===== config.mk =====
export PLATFORM = sky130hd
export DESIGN_NAME = vga_scanout
export DESIGN_NICKNAME = d
export VERILOG_FILES = /design/src/rtl/vga_scanout.sv
export SDC_FILE = /design/constraint.sdc
export NUM_CORES = 1
export LEC_CHECK = 0
export BUFFER_PORTS_ARGS = -buffer_cell sky130_fd_sc_hd__buf_2
export CAP_MARGIN = 20
export CORE_MARGIN = 5
export CORE_UTILIZATION = 30
export DETAILED_ROUTE_END_ITERATION = 8
export MAX_ROUTING_LAYER = met4
export PLACE_DENSITY_LB_ADDON = 0.12
export SLEW_MARGIN = 20
export SYNTH_ARGS = -nofsm -noshare
export SYNTH_HDL_FRONTEND = slang
export SYNTH_SLANG_ARGS = --single-unit
export TNS_END_PERCENT = 20

===== constraint.sdc =====
create_clock -name clk -period 2.8 [get_ports clk]
set_clock_uncertainty 0.1 [all_clocks]
set_input_delay 0.42 -clock clk [delete_from_list [all_inputs] [get_ports clk]]
set_output_delay 0.42 -clock clk [all_outputs]
set_load 0.03 [all_outputs]

===== src/rtl/vga_scanout.sv =====
// vga_scanout: reads a 160x120 3-bit framebuffer in raster order and drives a
// 640x480@60 VGA DAC with every stored pixel replicated 4x4. It also emits
// vblank / vblank_start so the draw side can pace its updates to the frame.
module vga_scanout #(
    parameter int H_ACTIVE = 640,
    parameter int H_FP     = 16,
    parameter int H_SYNC   = 96,
    parameter int H_BP     = 48,
    parameter int V_ACTIVE = 480,
    parameter int V_FP     = 10,
    parameter int V_SYNC   = 2,
    parameter int V_BP     = 33
) (
    input  logic        clk,
    input  logic        reset,
    output logic [14:0] rd_addr,
    output logic        rd_en,
    input  logic [2:0]  rd_data,
    output logic        vblank,
    output logic        vblank_start,
    output logic        VGA_CLK,
    output logic        VGA_HS,
    output logic        VGA_VS,
    output logic        VGA_BLANK_N,
    output logic        VGA_SYNC_N,
    output logic [9:0]  VGA_R,
    output logic [9:0]  VGA_G,
    output logic [9:0]  VGA_B
);

    localparam logic [9:0] H_VIS      = 10'(H_ACTIVE);
    localparam logic [9:0] H_LAST     = 10'(H_ACTIVE + H_FP + H_SYNC + H_BP - 1);
    localparam logic [9:0] HS_FIRST   = 10'(H_ACTIVE + H_FP);
    localparam logic [9:0] HS_LAST    = 10'(H_ACTIVE + H_FP + H_SYNC - 1);
    localparam logic [9:0] V_VIS      = 10'(V_ACTIVE);
    localparam logic [9:0] V_VIS_LAST = 10'(V_ACTIVE - 1);
    localparam logic [9:0] V_LAST     = 10'(V_ACTIVE + V_FP + V_SYNC + V_BP - 1);
    localparam logic [9:0] VS_FIRST   = 10'(V_ACTIVE + V_FP);
    localparam logic [9:0] VS_LAST    = 10'(V_ACTIVE + V_FP + V_SYNC - 1);

    logic       phase;
    logic       advance;
    logic [9:0] h_p0;
    logic [9:0] v_p0;
    logic [9:0] h_nxt;
    logic [9:0] v_nxt;
    logic       act_p0;
    logic       hs_p1;
    logic       vs_p1;
    logic       vld_p1;
    logic [9:0] r_p1;
    logic [9:0] g_p1;
    logic [9:0] b_p1;
    logic       vblank_p1;
    logic       vbs_p1;

    // Framebuffer address of screen pixel (hc,vc): y*160 + x without a multiplier.
    function automatic logic [14:0] fb_addr(input logic [9:0] hc, input logic [9:0] vc);
        logic [14:0] x;
        logic [14:0] y;
        x = 15'(hc >> 2);
        y = 15'(vc >> 2);
        return (y << 7) + (y << 5) + x;
    endfunction

    // Expand one stored colour bit to a full-scale DAC channel, black outside the picture.
    function automatic logic [9:0] expand(input logic bit_in, input logic en);
        return (en && bit_in) ? 10'h3FF : 10'h000;
    endfunction

    // Pixel-clock phase: toggles every clk; an edge with phase==1 advances the raster.
    always_ff @(posedge clk) begin
        if (reset) phase <= 1'b0;
        else       phase <= ~phase;
    end

    assign advance = phase;

    // Raster successor position, including the line and frame wraps.
    always_comb begin
        h_nxt = h_p0 + 10'd1;
        v_nxt = v_p0;
        if (h_p0 == H_LAST) begin
            h_nxt = '0;
            v_nxt = (v_p0 == V_LAST) ? 10'd0 : v_p0 + 10'd1;
        end
    end

    // Stage 0: raster counters, moving one pixel per advance edge.
    always_ff @(posedge clk) begin
        if (reset) begin
            h_p0 <= '0;
            v_p0 <= '0;
        end else if (advance) begin
            h_p0 <= h_nxt;
            v_p0 <= v_nxt;
        end
    end

    // Read port is driven straight from the stage 0 counters; the RAM supplies the
    // data during the following phase==1 cycle.
    assign act_p0  = (h_p0 < H_VIS) && (v_p0 < V_VIS);
    assign rd_en   = act_p0 && !reset;
    assign rd_addr = act_p0 ? fb_addr(h_p0, v_p0) : 15'd0;

    // Stage 1: DAC-facing registers, loaded from the pre-advance position so sync,
    // blank and colour for a pixel all change together on the falling VGA_CLK.
    always_ff @(posedge clk) begin
        if (reset) begin
            hs_p1     <= 1'b1;
            vs_p1     <= 1'b1;
            vld_p1    <= 1'b0;
            r_p1      <= '0;
            g_p1      <= '0;
            b_p1      <= '0;
            vblank_p1 <= 1'b0;
            vbs_p1    <= 1'b0;
        end else begin
            vbs_p1 <= 1'b0;
            if (advance) begin
                hs_p1     <= !((h_p0 >= HS_FIRST) && (h_p0 <= HS_LAST));
                vs_p1     <= !((v_p0 >= VS_FIRST) && (v_p0 <= VS_LAST));
                vld_p1    <= act_p0;
                r_p1      <= expand(rd_data[2], act_p0);
                g_p1      <= expand(rd_data[1], act_p0);
                b_p1      <= expand(rd_data[0], act_p0);
                vblank_p1 <= (v_nxt >= V_VIS);
                vbs_p1    <= (h_p0 == H_LAST) && (v_p0 == V_VIS_LAST);
            end
        end
    end

    assign VGA_CLK      = phase;
    assign VGA_HS       = hs_p1;
    assign VGA_VS       = vs_p1;
    assign VGA_BLANK_N  = vld_p1;
    assign VGA_SYNC_N   = 1'b1;
    assign VGA_R        = r_p1;
    assign VGA_G        = g_p1;
    assign VGA_B        = b_p1;
    assign vblank       = vblank_p1;
    assign vblank_start = vbs_p1;

endmodule


* After elaboration in Yosys (flattened, before gate mapping) *
Cells that the tools add are included.

word-level totals
  output and inout port bits = 53
  bits in registers = 56
  bits of input ports = 5
  logic and storage cells = 45

operators by class
  order comparisons = 7
  add/subtract/negate cells = 4
  bitwise operators = 1
  eq/ne operators = 3
  muxes and demuxes = 7
  reductions and logical operators = 12

operators with widths
  kind                   count
  $mux 10                6
  $add 10x1->10 const B  2
  $eq 10x10->1 const B   2
  $ge 10x9->1 const B    2
  $add 15x13->15         1
  $add 15x8->15          1
  $mux 15                1
  $eq 10x9->1 const B    1
  $ge 10x10->1 const B   1
  $le 10x10->1 const B   1
  $le 10x9->1 const B    1
  $lt 10x10->1 const B   1
  $lt 10x9->1 const B    1
  $logic_and 1x1->1      8
  $logic_not 1->1        3
  $reduce_or 2->1        1
  $not 1->1              1

* Depth between registers and ports, before layout *
Gate-level depths: netlist of the first run.

  depth in word-level cells = 4
  depth in mapped cells = 10
  mapped depth without buffers = 10

* Least setup slack after synthesis of the first run *
No wires, ideal clock.

  path kind = register -> output
  from = register v_p0[4]
  to = output port rd_addr[12]
  data required time = 2280 ps
  arrival time = 2673 ps
  path slack = -393 ps
  path buffers = 0
  cell stages (with the launch flop) = 10
  cells stage by stage = dfxtp_1 > inv_1 > fa_1 > fa_1 > nor2b_1 > o21a_1 > o21ai_0 > a21oi_1 > nor2_1 > nor3_1

on the way
  cells in the longest elaborated chain, start to end = 3
  elaborated cells between the ends (all ways) = 5
  those cells by class = add/sub (2); order compare (1); mux (1); reduce/logical (1)

ends and longest elaborated chain
  item                                                       line     text
  start, declared                                            44       logic [9:0] v_p0;
  start signal, assigned                                     96       v_p0 <= v_nxt;
  $add 15x13->15 / $lt 10x9->1 (equally long branches)       63, 102
  $add 15x8->15 / $logic_and 1x1->1 (equally long branches)  63, 102
  $mux 15 *                                                  104      assign rd_addr = act_p0 ? fb_addr(h_p0, v_p0) : 15'd0;
  end, declared                                              16       output logic [14:0] rd_addr,

Mark *: on every way between the ends. The rest lies on a longest branch, timed or not.

* Final worst setup path of the first run *
  from = register v_p0[4]
  to = output port rd_addr[14]

The elaborated chain is that of the path after synthesis.

==> metrics.csv, run 1 <==
stage,metric,value,unit
outcome,status,finished with violations,
outcome,failing checks,setup timing,
drt,drt pass-1 iters,4,
die,Placement Rows,31,
global_routing,largest net degree at the start of global routing,22,
drt,Vias/cell,4.67,
die,die extent in x,96.6,um
yosys,"Top FF cell, synth",dfxtp_1,
setup_path,Worst Setup Path Type,flop to primary output,
yosys,synthesized instance count,281,
yosys,Syn Nets,307,
die,die height,96.6,um
finish,Diodes inserted,0,
global_routing,initial antenna violation count,0,
clocking,CTS Buffer Depth,2,
clocking,H-tree Lvls,2,
finish,fin nets,349,
yosys,Synth top area share,25.8,%
drt,"antenna viol nets, final",0,
placement,gpl congestion,0.824,
yosys,Syn Std Cell Area,0.00225,mm2
clocking,CTS tree,built,
drt,routed wire length,5380,um
timing,Final Cycle Share,105,%
die,full die area,0.00934,mm2
yosys,"EDFF count, synth",0,
drt,DRC,0,
finish,area grow syn2layout,23.6,%
timing,hold slack,0.308,ns
timing,final hold viol count,0,
clocking,total CTS buffers,5,
clocking,clock-pin slew on the worst setup and hold paths,0.07,ns
drt,wire length per cell,12.7,um
timing,Final Slew Violations,0,
die,io pins,58,
setup_path,Worst Path Arrival,2.41,ns
timing,setup slack after layout,-0.134,ns
yosys,Synth Area per Inst,8.01,um2
timing,relative slew slack,60.8,%
timing,Tightest Pin Transition,0.586,ns
run,reported max-cap violation count,0,
placement,I/O Buffers,56,
yosys,cell taking the most area after synthesis,dfxtp_1,
global_routing,first-pass GRT wire length,9010,um
drt,number of DRC markers in iteration 0,86,
yosys,most frequent cells after synthesis,"nor2_1, buf_4, dfxtp_1",
timing,Final min period,2.93,ns
setup_path,kind of end point of the critical path,primary output,
finish,share of cells above drive strength 1,38.0,%
setup_path,Critical Path Source Type,flop,
yosys,"top cells by area, synth","dfxtp_1, ha_1, buf_4",
drt,via count,1977,
timing,unrepaired setup endpoints after global routing,yes,
timing,fmax,0.341,GHz
clocking,Post-CTS Hold Fix Bufs,0,
yosys,yosys warns,0,
setup_path,worst setup path startpoint,v_p0[4],
yosys,most frequent cell after synthesis,nor2_1,
placement,Place WS,-0.110,ns
setup_path,r2r startpoint,v_p0[0],
yosys,register area share after synthesis,25.8,%
die,Core ar.,0.00729,mm2
pwr,P per Cell Area,362,mW/mm2
clocking,clock sinks,29,
timing,Final Setup Violations,4,
die,Starting Density,30.9,%
yosys,#FFs+latches synth,29,
yosys,count of different cell masters after synthesis,47,
global_routing,total grt overflow,0,
pwr,Worst VDD drop,0.174,mV
setup_path,CP Data Required Time,2.28,ns
worst_hold_path,Hold WC Path Type,primary input to flop,
global_routing,GRT Total Usage,11.8,%
global_routing,number of global-route vias before repair,1804,
yosys,async set-reset flop share out of synthesis,0,%
clocking,CTS root buf,clkbuf_8,
setup_path,critical path peak fanout,3,
pwr,Leak Pwr,1.22,nW
placement,post-detail-place hpwl,4000,um
worst_hold_path,Hold Crit Start,rd_data[2],
finish,filler cell count,821,
clocking,worst-skew pair later-pin latency,0.28,ns
[routing by layer]
| metal | track usage [%] | wire length [um] |
|---|---|---|
| met5 | - | 0 |
| met4 | 2.92 | 38 |
| met3 | 2.45 | 157 |
| met2 | 19.8 | 2710 |
| met1 | 14.4 | 2470 |
[area by class of cell]
class | count | area [um2] | share of cell area, %
clock buffer | 6 | 82.6 | 2.97
clock inverter | 2 | 37.5 | 1.35
inverter | 13 | 48.8 | 1.75
multi-input combinational | 198 | 1440 | 51.8
sequential | 29 | 588 | 21.1
tap | 99 | 124 | 4.45
timing repair buffer | 76 | 459 | 16.5
[sequential cells by signal (all words and copies together), names as in the netlist]
name and count:
VGA_G 1, VGA_HS 1, VGA_R 1, vblank 1, VGA_VS 1, VGA_B 1
v_p0 10, VGA_CLK 1, vblank_start 1, VGA_BLANK_N 1, h_p0 10
[layout by cell type (no fill, tap or decap), types with 2 or more instances in the layout]
master    instances
nand3_1          14
nand4_1           9
inv_1             9
nand2b_1          8
ha_1             14
ha_4              5
nand2_1           9
o21ai_2           5
buf_2            51
o31ai_1           3
buf_4            23
xor2_1            8
and3_1            2
mux2i_1           2
dfxtp_2           3
fa_2              2
nor3_1            7
o21a_1            2
o21ai_1           9
nor3_2            2
o21ai_0           3
dfxtp_1          25
and2_1            8
inv_2             4
nor2_2            2
xnor2_1           5
nor2b_1           3
a21oi_2           4
nor2_1           36
nor4_1            3
clkbuf_8          6
a21oi_1          13
[final timing paths]
| kind | to | cells past startpoint | slack, ns |
|---|---|---|---|
| hold / removal | VGA_R[8] | 3 | 0.31 |
| setup reg to reg | vblank | 7 | 0.51 |
| setup / recovery | rd_addr[14] | 10 | -0.13 |
| hold reg to reg | VGA_VS | 2 | 0.37 |
[report_power, final]
part	leakage (nW)	internal [W]	switching [W]
clock	0.0574	0.000289	0.000170
combinational	0.929	0.0000305	0.0000920
sequential	0.237	0.000418	0.00000808
[repair_timing]
item                                    CTS  global route
endpoints found under the setup margin    6            12
setup buffers                             1             1
pin swaps                                11            12
resized for setup                        22            13
[worst max-delay path, stage by stage, from the launching register on]
cell and delay (ns):
dfxtp_2 0.33, inv_2 0.04, fa_2 0.49, fa_2 0.38, nor2b_2 0.14, o21a_1 0.15
o21ai_2 0.09, a21boi_2 0.16, o21ai_1 0.08, a21oi_2 0.13, buf_6 0.14
[per-stage QoR]
| stage | total power [W] | setup TNS [ns] | cell area [um2] | std cells | utilization (%) |
|---|---|---|---|---|---|
| floorplan | 0.000555 | -0.448 | 2260 | 281 | - |
| global placement | 0.000561 | -0.197 | 2520 | 413 | 34.6 |
| detailed placement | 0.000561 | -0.183 | 2520 | 413 | 34.6 |
| CTS | 0.00103 | -0.676 | 2710 | 422 | 37.2 |
| global route | 0.00105 | -0.937 | 2780 | 423 | 38.1 |
| finish | 0.00101 | -0.432 | 2780 | 423 | 38.1 |
[cell families (layout without fill, tap and decap cells)]
logic type	after synthesis	count (layout)	synth area share, %
other cells	1	1	0.167
simple gates	115	115	27.8
mux	2	2	0.889
xor+xnor	13	13	5.06
buf+inv	54	97	15.3
flops	29	29	25.8
compound gates	46	46	12.6
fa+ha+maj	21	21	12.3
Power figures use the tool's default switching activity.
==> inputs of run 2 (changes only) <==
--- a/config.mk
+++ b/config.mk
@@ -11,7 +11,6 @@
 export CORE_UTILIZATION = 30
 export DETAILED_ROUTE_END_ITERATION = 8
 export MAX_ROUTING_LAYER = met4
-export PLACE_DENSITY_LB_ADDON = 0.12
 export SLEW_MARGIN = 20
 export SYNTH_ARGS = -nofsm -noshare
 export SYNTH_HDL_FRONTEND = slang
==> run 2 against run 1 <==
  * The flow still finishes with violations (setup timing)
  * Global-route usage shrank 0.24 points
  * Hold slack is essentially flat
  * Maximum frequency shrank 2.7%
  * Critical endpoint unchanged
  * Largest power group unchanged
==> metrics.csv, run 2 (same netlist as run 1, synthesis figures left out) <==
stage,metric,value,unit,change
outcome,status,finished with violations,,unchanged
outcome,failing checks,setup timing,,unchanged
timing,Final Slew Violations,0,,unchanged
finish,Final Non-Filler Cells,425,,was 423
pwr,P_sw,0.000269,W,was 0.000270 W
clocking,CTS tree,built,,unchanged
placement,Place WS,-0.153,ns,was -0.110 ns
global_routing,first-pass GRT wire length,8780,um,was 9010 um
clocking,CTS Buffer Depth,2,,unchanged
clocking,clock-pin slew on the worst setup and hold paths,0.07,ns,about the same
pwr,Int Pwr,0.000740,W,was 0.000738 W
pwr,clock power share,45.5,%,was 45.6%
timing,Final Setup Violations,6,,was 4
global_routing,total grt overflow,0,,unchanged
timing,final hold viol count,0,,unchanged
finish,Diodes inserted,0,,unchanged
global_routing,initial antenna violation count,0,,unchanged
timing,Tightest Pin Transition,0.568,ns,was 0.586 ns
timing,relative slew slack,62.1,%,was 60.8%
die,die extent in x,96.6,um,unchanged
pwr,Seq pwr share,42.3,%,about the same
drt,drt pass-1 iters,4,,unchanged
finish,share of cells above drive strength 1,38.7,%,was 38.0%
placement,post-detail-place hpwl,3800,um,was 4000 um
setup_path,Worst Path Arrival,2.50,ns,was 2.41 ns
global_routing,largest net degree at the start of global routing,22,,unchanged
pwr,Comb power frac,12.2,%,about the same
setup_path,reg2reg setup slack,0.60,ns,was 0.51 ns
timing,unrepaired setup endpoints after global routing,yes,,unchanged
finish,area grow syn2layout,24.0,%,was 23.6%
pwr,Leak Pwr,1.24,nW,was 1.22 nW
die,full die area,0.00934,mm2,unchanged
pwr,Worst VDD drop,0.154,mV,was 0.174 mV
placement,gpl congestion,0.790,,was 0.824
timing,Final min period,3.02,ns,was 2.93 ns
timing,fmax,0.332,GHz,was 0.341 GHz
setup_path,CP Data Required Time,2.28,ns,about the same
drt,via count,1957,,"was 1,977"
finish,most frequent cells in the layout,"buf_2, nor2_1, dfxtp_1, buf_4",,unchanged
die,Starting Density,30.9,%,unchanged
run,reported max-cap violation count,0,,unchanged
setup_path,Worst Setup Path Type,flop to primary output,,unchanged
clocking,clock sinks,29,,unchanged
clocking,H-tree Lvls,2,,unchanged
finish,fin nets,351,,was 349
die,io pins,58,,unchanged
drt,"antenna viol nets, final",0,,unchanged
timing,setup slack after layout,-0.215,ns,was -0.134 ns
worst_hold_path,Hold WC Path Type,primary input to flop,,unchanged
die,Core ar.,0.00729,mm2,unchanged
drt,Vias/cell,4.60,,was 4.67
placement,DP Cell Count,410,,was 413
clocking,CTS root buf,clkbuf_8,,unchanged
drt,wire length per cell,12.4,um,was 12.7 um
pwr,P per Cell Area,361,mW/mm2,was 362 mW/mm2
clocking,total CTS buffers,5,,unchanged
global_routing,number of global-route vias before repair,1843,,"was 1,804"
drt,DRC,0,,unchanged
placement,I/O Buffers,56,,unchanged
setup_path,critical path peak fanout,3,,unchanged
finish,biggest regs,"h_p0 (10), v_p0 (10)",,unchanged
clocking,worst-skew pair later-pin latency,0.28,ns,about the same
die,die height,96.6,um,unchanged
setup_path,kind of end point of the critical path,primary output,,unchanged
timing,Final Cycle Share,108,%,was 105%
global_routing,GRT Total Usage,11.5,%,was 11.8%
pwr,switching share of power,26.7,%,was 26.8%
setup_path,Critical Path Source Type,flop,,unchanged
finish,"commonest non-fill, non-tap cell in the layout",buf_2,,unchanged
die,Placement Rows,31,,unchanged
drt,routed wire length,5250,um,was 5380 um
drt,number of DRC markers in iteration 0,83,,was 86
==> run 2: cell count changes in the layout (fill, tap and decap cells not counted) <==
| cell | change |
|---|---|
| inv_2 | -1 |
| dfxtp_2 | +1 |
| buf_6 | +5 |
| buf_4 | -1 |
| nor3_1 | -1 |
| buf_2 | -1 |
| nor3_2 | +1 |
| buf_12 | -1 |
| o21ai_1 | -1 |
| dfxtp_4 | -1 |
| o21ai_2 | +1 |
| inv_1 | +1 |
| ha_4 | -2 |
| ha_2 | +2 |
==> run 2: area by class of cell <==
cell class | count | area [um2]
Clock buffer | 6 | 82.6
Inverter | 13 | 48.8
Timing Repair Buffer | 78 | 483
Multi-Input combinational cell | 198 | 1430
Clock inverter | 2 | 37.5
Fill cell | 783 | 4500
Sequential cell | 29 | 586
Tap cell | 99 | 124
==> run 2: path summary, 6_finish.rpt <==
check,to,start,depth (start not counted)
max,rd_addr[14],v_p0[2],10
min,VGA_R[8],rd_data[2],3
max reg2reg,vblank,v_p0[0],7
min reg2reg,VGA_VS,VGA_VS,2
==> run 2: repair_timing <==
item / CTS / global route
resized for setup: 22 / 18
endpoints found under the setup margin: 8 / 7
setup buffers: 4 / 3
hold buffers: 0 / 0
pin swaps: 10 / 15
==> run 2: power groups by stage <==
stage,logic (W),registers (W),clock network [W]
after floorplan,0.000108,0.000446,0
after global routing,0.000130,0.000429,0.000497
after detailed placement,0.000125,0.000436,0
after global placement,0.000124,0.000436,0
final,0.000123,0.000427,0.000459
after CTS,0.000125,0.000427,0.000479
==> run 2: metal layers <==
| metal | GRT usage (%) | share of wire [%] | up-vias |
|---|---|---|---|
| met5 | - | 0 | - |
| met4 | 4.21 | 1.5 | 0 |
| met3 | 3.09 | 4.2 | 7 |
| met2 | 18.6 | 49 | 36 |
| met1 | 13.8 | 45 | 893 |
| li1 | - | - | 1021 |
==> run 2: critical path: stages, from the launching register on <==
cell and delay, ns:
dfxtp_2 0.32, inv_1 0.08, fa_2 0.47, fa_2 0.39
nor2b_2 0.14, o21a_1 0.18, o21ai_2 0.09, a21boi_2 0.17
o21ai_2 0.07, a21oi_2 0.14, buf_6 0.14
==> run 2: stage by stage <==
step	instance area [um2]	total power [W]	util (%)	setup TNS [ns]	hold slack (ns)
after global placement	2480	0.000560	34.1	-0.109	0.363
after CTS	2700	0.00103	37.0	-0.845	0.294
after global routing	2790	0.00106	38.3	-1.42	0.297
final	2790	0.00101	38.3	-0.700	0.307
after detailed placement	2480	0.000561	34.1	-0.259	0.373
after floorplan	2260	0.000555	-	-0.448	0.386
==> inputs of run 3 (changes only) <==
--- a/config.mk
+++ b/config.mk
@@ -7,10 +7,13 @@
 export LEC_CHECK = 0
 export BUFFER_PORTS_ARGS = -buffer_cell sky130_fd_sc_hd__buf_2
 export CAP_MARGIN = 20
+export CELL_PAD_IN_SITES_DETAIL_PLACEMENT = 1
+export CELL_PAD_IN_SITES_GLOBAL_PLACEMENT = 2
 export CORE_MARGIN = 5
-export CORE_UTILIZATION = 30
+export CORE_UTILIZATION = 27
 export DETAILED_ROUTE_END_ITERATION = 8
 export MAX_ROUTING_LAYER = met4
+export PLACE_DENSITY = 0.73
 export SLEW_MARGIN = 20
 export SYNTH_ARGS = -nofsm -noshare
 export SYNTH_HDL_FRONTEND = slang
==> run 3 against run 2 <==
  * The run still ends with setup timing left
  * First-iteration DRC count decreased by 24%
  * Final cell count increased by 1.2%
  * Die area increased by 9.9%
  * Worst setup slack improved by 0.037 ns
  * Critical path depth increased by 2
  * Combinational power about the same
  * Largest power group is now registers
  * Design area decreased by 1.8%
  * Sequential power about the same
==> metrics.csv, run 3 (same netlist as run 1, synthesis figures left out) <==
stage,metric,value,unit,change
placement,Place WS,-0.167,ns,was -0.153 ns
pwr,Leak Pwr,1.23,nW,was 1.24 nW
die,die extent in x,101,um,was 96.6 um
timing,Final Cycle Share,106,%,was 108%
timing,Final Slew Violations,0,,unchanged
setup_path,most used cell along the critical path,buf_6,,
finish,fin nets,350,,was 351
drt,DRC,0,,unchanged
die,Core ar.,0.00818,mm2,was 0.00729 mm2
drt,via count,1997,,"was 1,957"
drt,drt pass-1 iters,4,,unchanged
finish,share of cells above drive strength 1,36.6,%,was 38.7%
drt,number of DRC markers in iteration 0,63,,was 83
pwr,total power,0.000937,W,was 0.00101 W
die,full die area,0.0103,mm2,was 0.00934 mm2
clocking,CTS root buf,clkbuf_8,,unchanged
setup_path,critical path peak fanout,7,,was 3
global_routing,GRT Total Usage,11.5,%,about the same
die,Placement Rows,33,,was 31
pwr,Int Pwr,0.000649,W,was 0.000740 W
drt,wire length per cell,13.6,um,was 12.4 um
clocking,CTS tree,built,,unchanged
clocking,worst-skew pair later-pin latency,0.29,ns,was 0.28 ns
finish,most frequent cells in the layout,"buf_2, nor2_1, dfxtp_1, buf_4, ha_1",,"was buf_2, nor2_1, dfxtp_1, buf_4"
pwr,Worst VDD drop,0.201,mV,was 0.154 mV
timing,unrepaired setup endpoints after global routing,yes,,unchanged
outcome,failing checks,setup timing,,unchanged
outcome,status,finished with violations,,unchanged
global_routing,initial antenna violation count,0,,unchanged
global_routing,first-pass GRT wire length,9410,um,was 8780 um
finish,Final Non-Filler Cells,430,,was 425
setup_path,Worst path max stage delay,0.39,ns,was 0.47 ns
timing,Final min period,2.98,ns,was 3.02 ns
placement,I/O Buffers,56,,unchanged
finish,area grow syn2layout,21.8,%,was 24.0%
run,reported max-cap violation count,0,,unchanged
setup_path,crit-path cells,buf_6 > ha_2 > ha_4 > inv_1 > fa_2 > nor2b_2 > o21a_1 > o21ai_2 > a21boi_2 > o21ai_1 > a21oi_2 > buf_6,,was inv_1 > fa_2 > fa_2 > nor2b_2 > o21a_1 > o21ai_2 > a21boi_2 > o21ai_2 > a21oi_2 > buf_6
die,io pins,58,,unchanged
placement,placed instance area,0.00252,mm2,was 0.00248 mm2
global_routing,number of global-route vias before repair,1953,,"was 1,843"
drt,"antenna viol nets, final",0,,unchanged
clocking,total CTS buffers,5,,unchanged
finish,fin area,0.00274,mm2,was 0.00279 mm2
placement,gpl congestion,0.740,,was 0.790
pwr,switching share of power,30.8,%,was 26.7%
clocking,Post-CTS Hold Fix Bufs,0,,unchanged
drt,routed wire length,5840,um,was 5250 um
drt,Vias/cell,4.64,,was 4.60
pwr,Seq pwr share,45.6,%,was 42.3%
placement,DP Cell Count,420,,was 410
timing,final hold viol count,0,,unchanged
pwr,Comb power frac,13.2,%,was 12.2%
setup_path,reg2reg setup slack,0.57,ns,was 0.60 ns
clocking,clock sinks,29,,unchanged
global_routing,total grt overflow,0,,unchanged
setup_path,Worst Path Arrival,2.46,ns,was 2.50 ns
timing,fmax,0.336,GHz,was 0.332 GHz
setup_path,CP Buf/Inv Count,3,,was 2
finish,Diodes inserted,0,,unchanged
timing,setup slack after layout,-0.178,ns,was -0.215 ns
die,Starting Density,27.5,%,was 30.9%
global_routing,largest net degree at the start of global routing,22,,unchanged
finish,"commonest non-fill, non-tap cell in the layout",buf_2,,unchanged
placement,post-detail-place hpwl,4300,um,was 3800 um
setup_path,Slowest cell on crit path,fa_2,,unchanged
pwr,P_sw,0.000288,W,was 0.000269 W
finish,filler cell count,1002,,was 783
clocking,CTS Buffer Depth,2,,unchanged
timing,relative slew slack,62.4,%,was 62.1%
setup_path,CP Data Required Time,2.28,ns,about the same
setup_path,Worst Setup Path Type,flop to primary output,,unchanged
timing,Final Setup Violations,6,,unchanged
clocking,clock-pin slew on the worst setup and hold paths,0.07,ns,about the same
timing,Fin Setup TNS,-0.627,ns,was -0.700 ns
timing,Tightest Pin Transition,0.564,ns,was 0.568 ns
setup_path,kind of end point of the critical path,primary output,,unchanged
pwr,P per Cell Area,342,mW/mm2,was 361 mW/mm2
finish,biggest regs,"h_p0 (10), v_p0 (10)",,unchanged
worst_hold_path,Hold WC Path Type,primary input to flop,,unchanged
pwr,clock power share,41.2,%,was 45.5%
clocking,H-tree Lvls,2,,unchanged
die,die height,101,um,was 96.6 um
setup_path,cell family with most CP delay,adder cells,,unchanged
setup_path,Critical Path Source Type,flop,,unchanged
-- run 3: layout make-up --
cell class | instances | area, um2 | area share [%]
clock buffer | 6 | 82.6 | 3.01
clock inverter | 2 | 13.8 | 0.502
inverter | 13 | 48.8 | 1.78
multi-input combinational | 198 | 1420 | 51.8
sequential | 29 | 583 | 21.3
tap | 105 | 131 | 4.79
timing repair buffer | 77 | 463 | 16.9
-- run 3: what timing repair did --
action,4_1_cts,5_1_grt
pin swaps,8,6
resized for setup,16,15
setup buffers,1,1
endpoints found under the setup margin,13,14
-- run 3: per-layer routing --
layer	vias to the layer above	global-route usage, %	wire length (um)	part of all wire, %
met4	0	2.15	63	1.1
met5	-	-	0	0
li1	1020	-	-	-
met2	25	19.1	3010	52
met1	945	14.5	2620	45
met3	7	2.27	146	2.5
-- run 3: tightest hold or removal path, delay by kind of cell --
kind | cells | cell delay [ns]
compound gates | 1 | 0.06
buf+inv | 1 | 0.10
simple gates | 1 | 0.07
-- run 3: metrics by stage --
step	hold WS, ns	utilization (%)
2_1_floorplan	0.386	-
6_report	0.299	33.5
4_1_cts	0.297	32.5
3_5_place_dp	0.378	30.9
5_1_grt	0.295	33.5
3_3_place_gp	0.361	30.9
-- run 3: final timing paths --
kind                                 start  cells after the start     endpoint
worst min-delay path            rd_data[2]                      3     VGA_R[8]
worst max-delay path               v_p0[2]                     12  rd_addr[14]
worst min register to register      VGA_VS                      2       VGA_VS
worst max register to register     h_p0[5]                      5       vblank
-- run 3: power by group through the flow --
stage          Combinational, W  Sequential (W)  Clock [W]
5_1_grt                0.000131        0.000429   0.000413
3_3_place_gp           0.000124        0.000436          0
2_1_floorplan          0.000108        0.000446          0
3_5_place_dp           0.000125        0.000437          0
4_1_cts                0.000126        0.000428   0.000401
6_report               0.000123        0.000427   0.000386
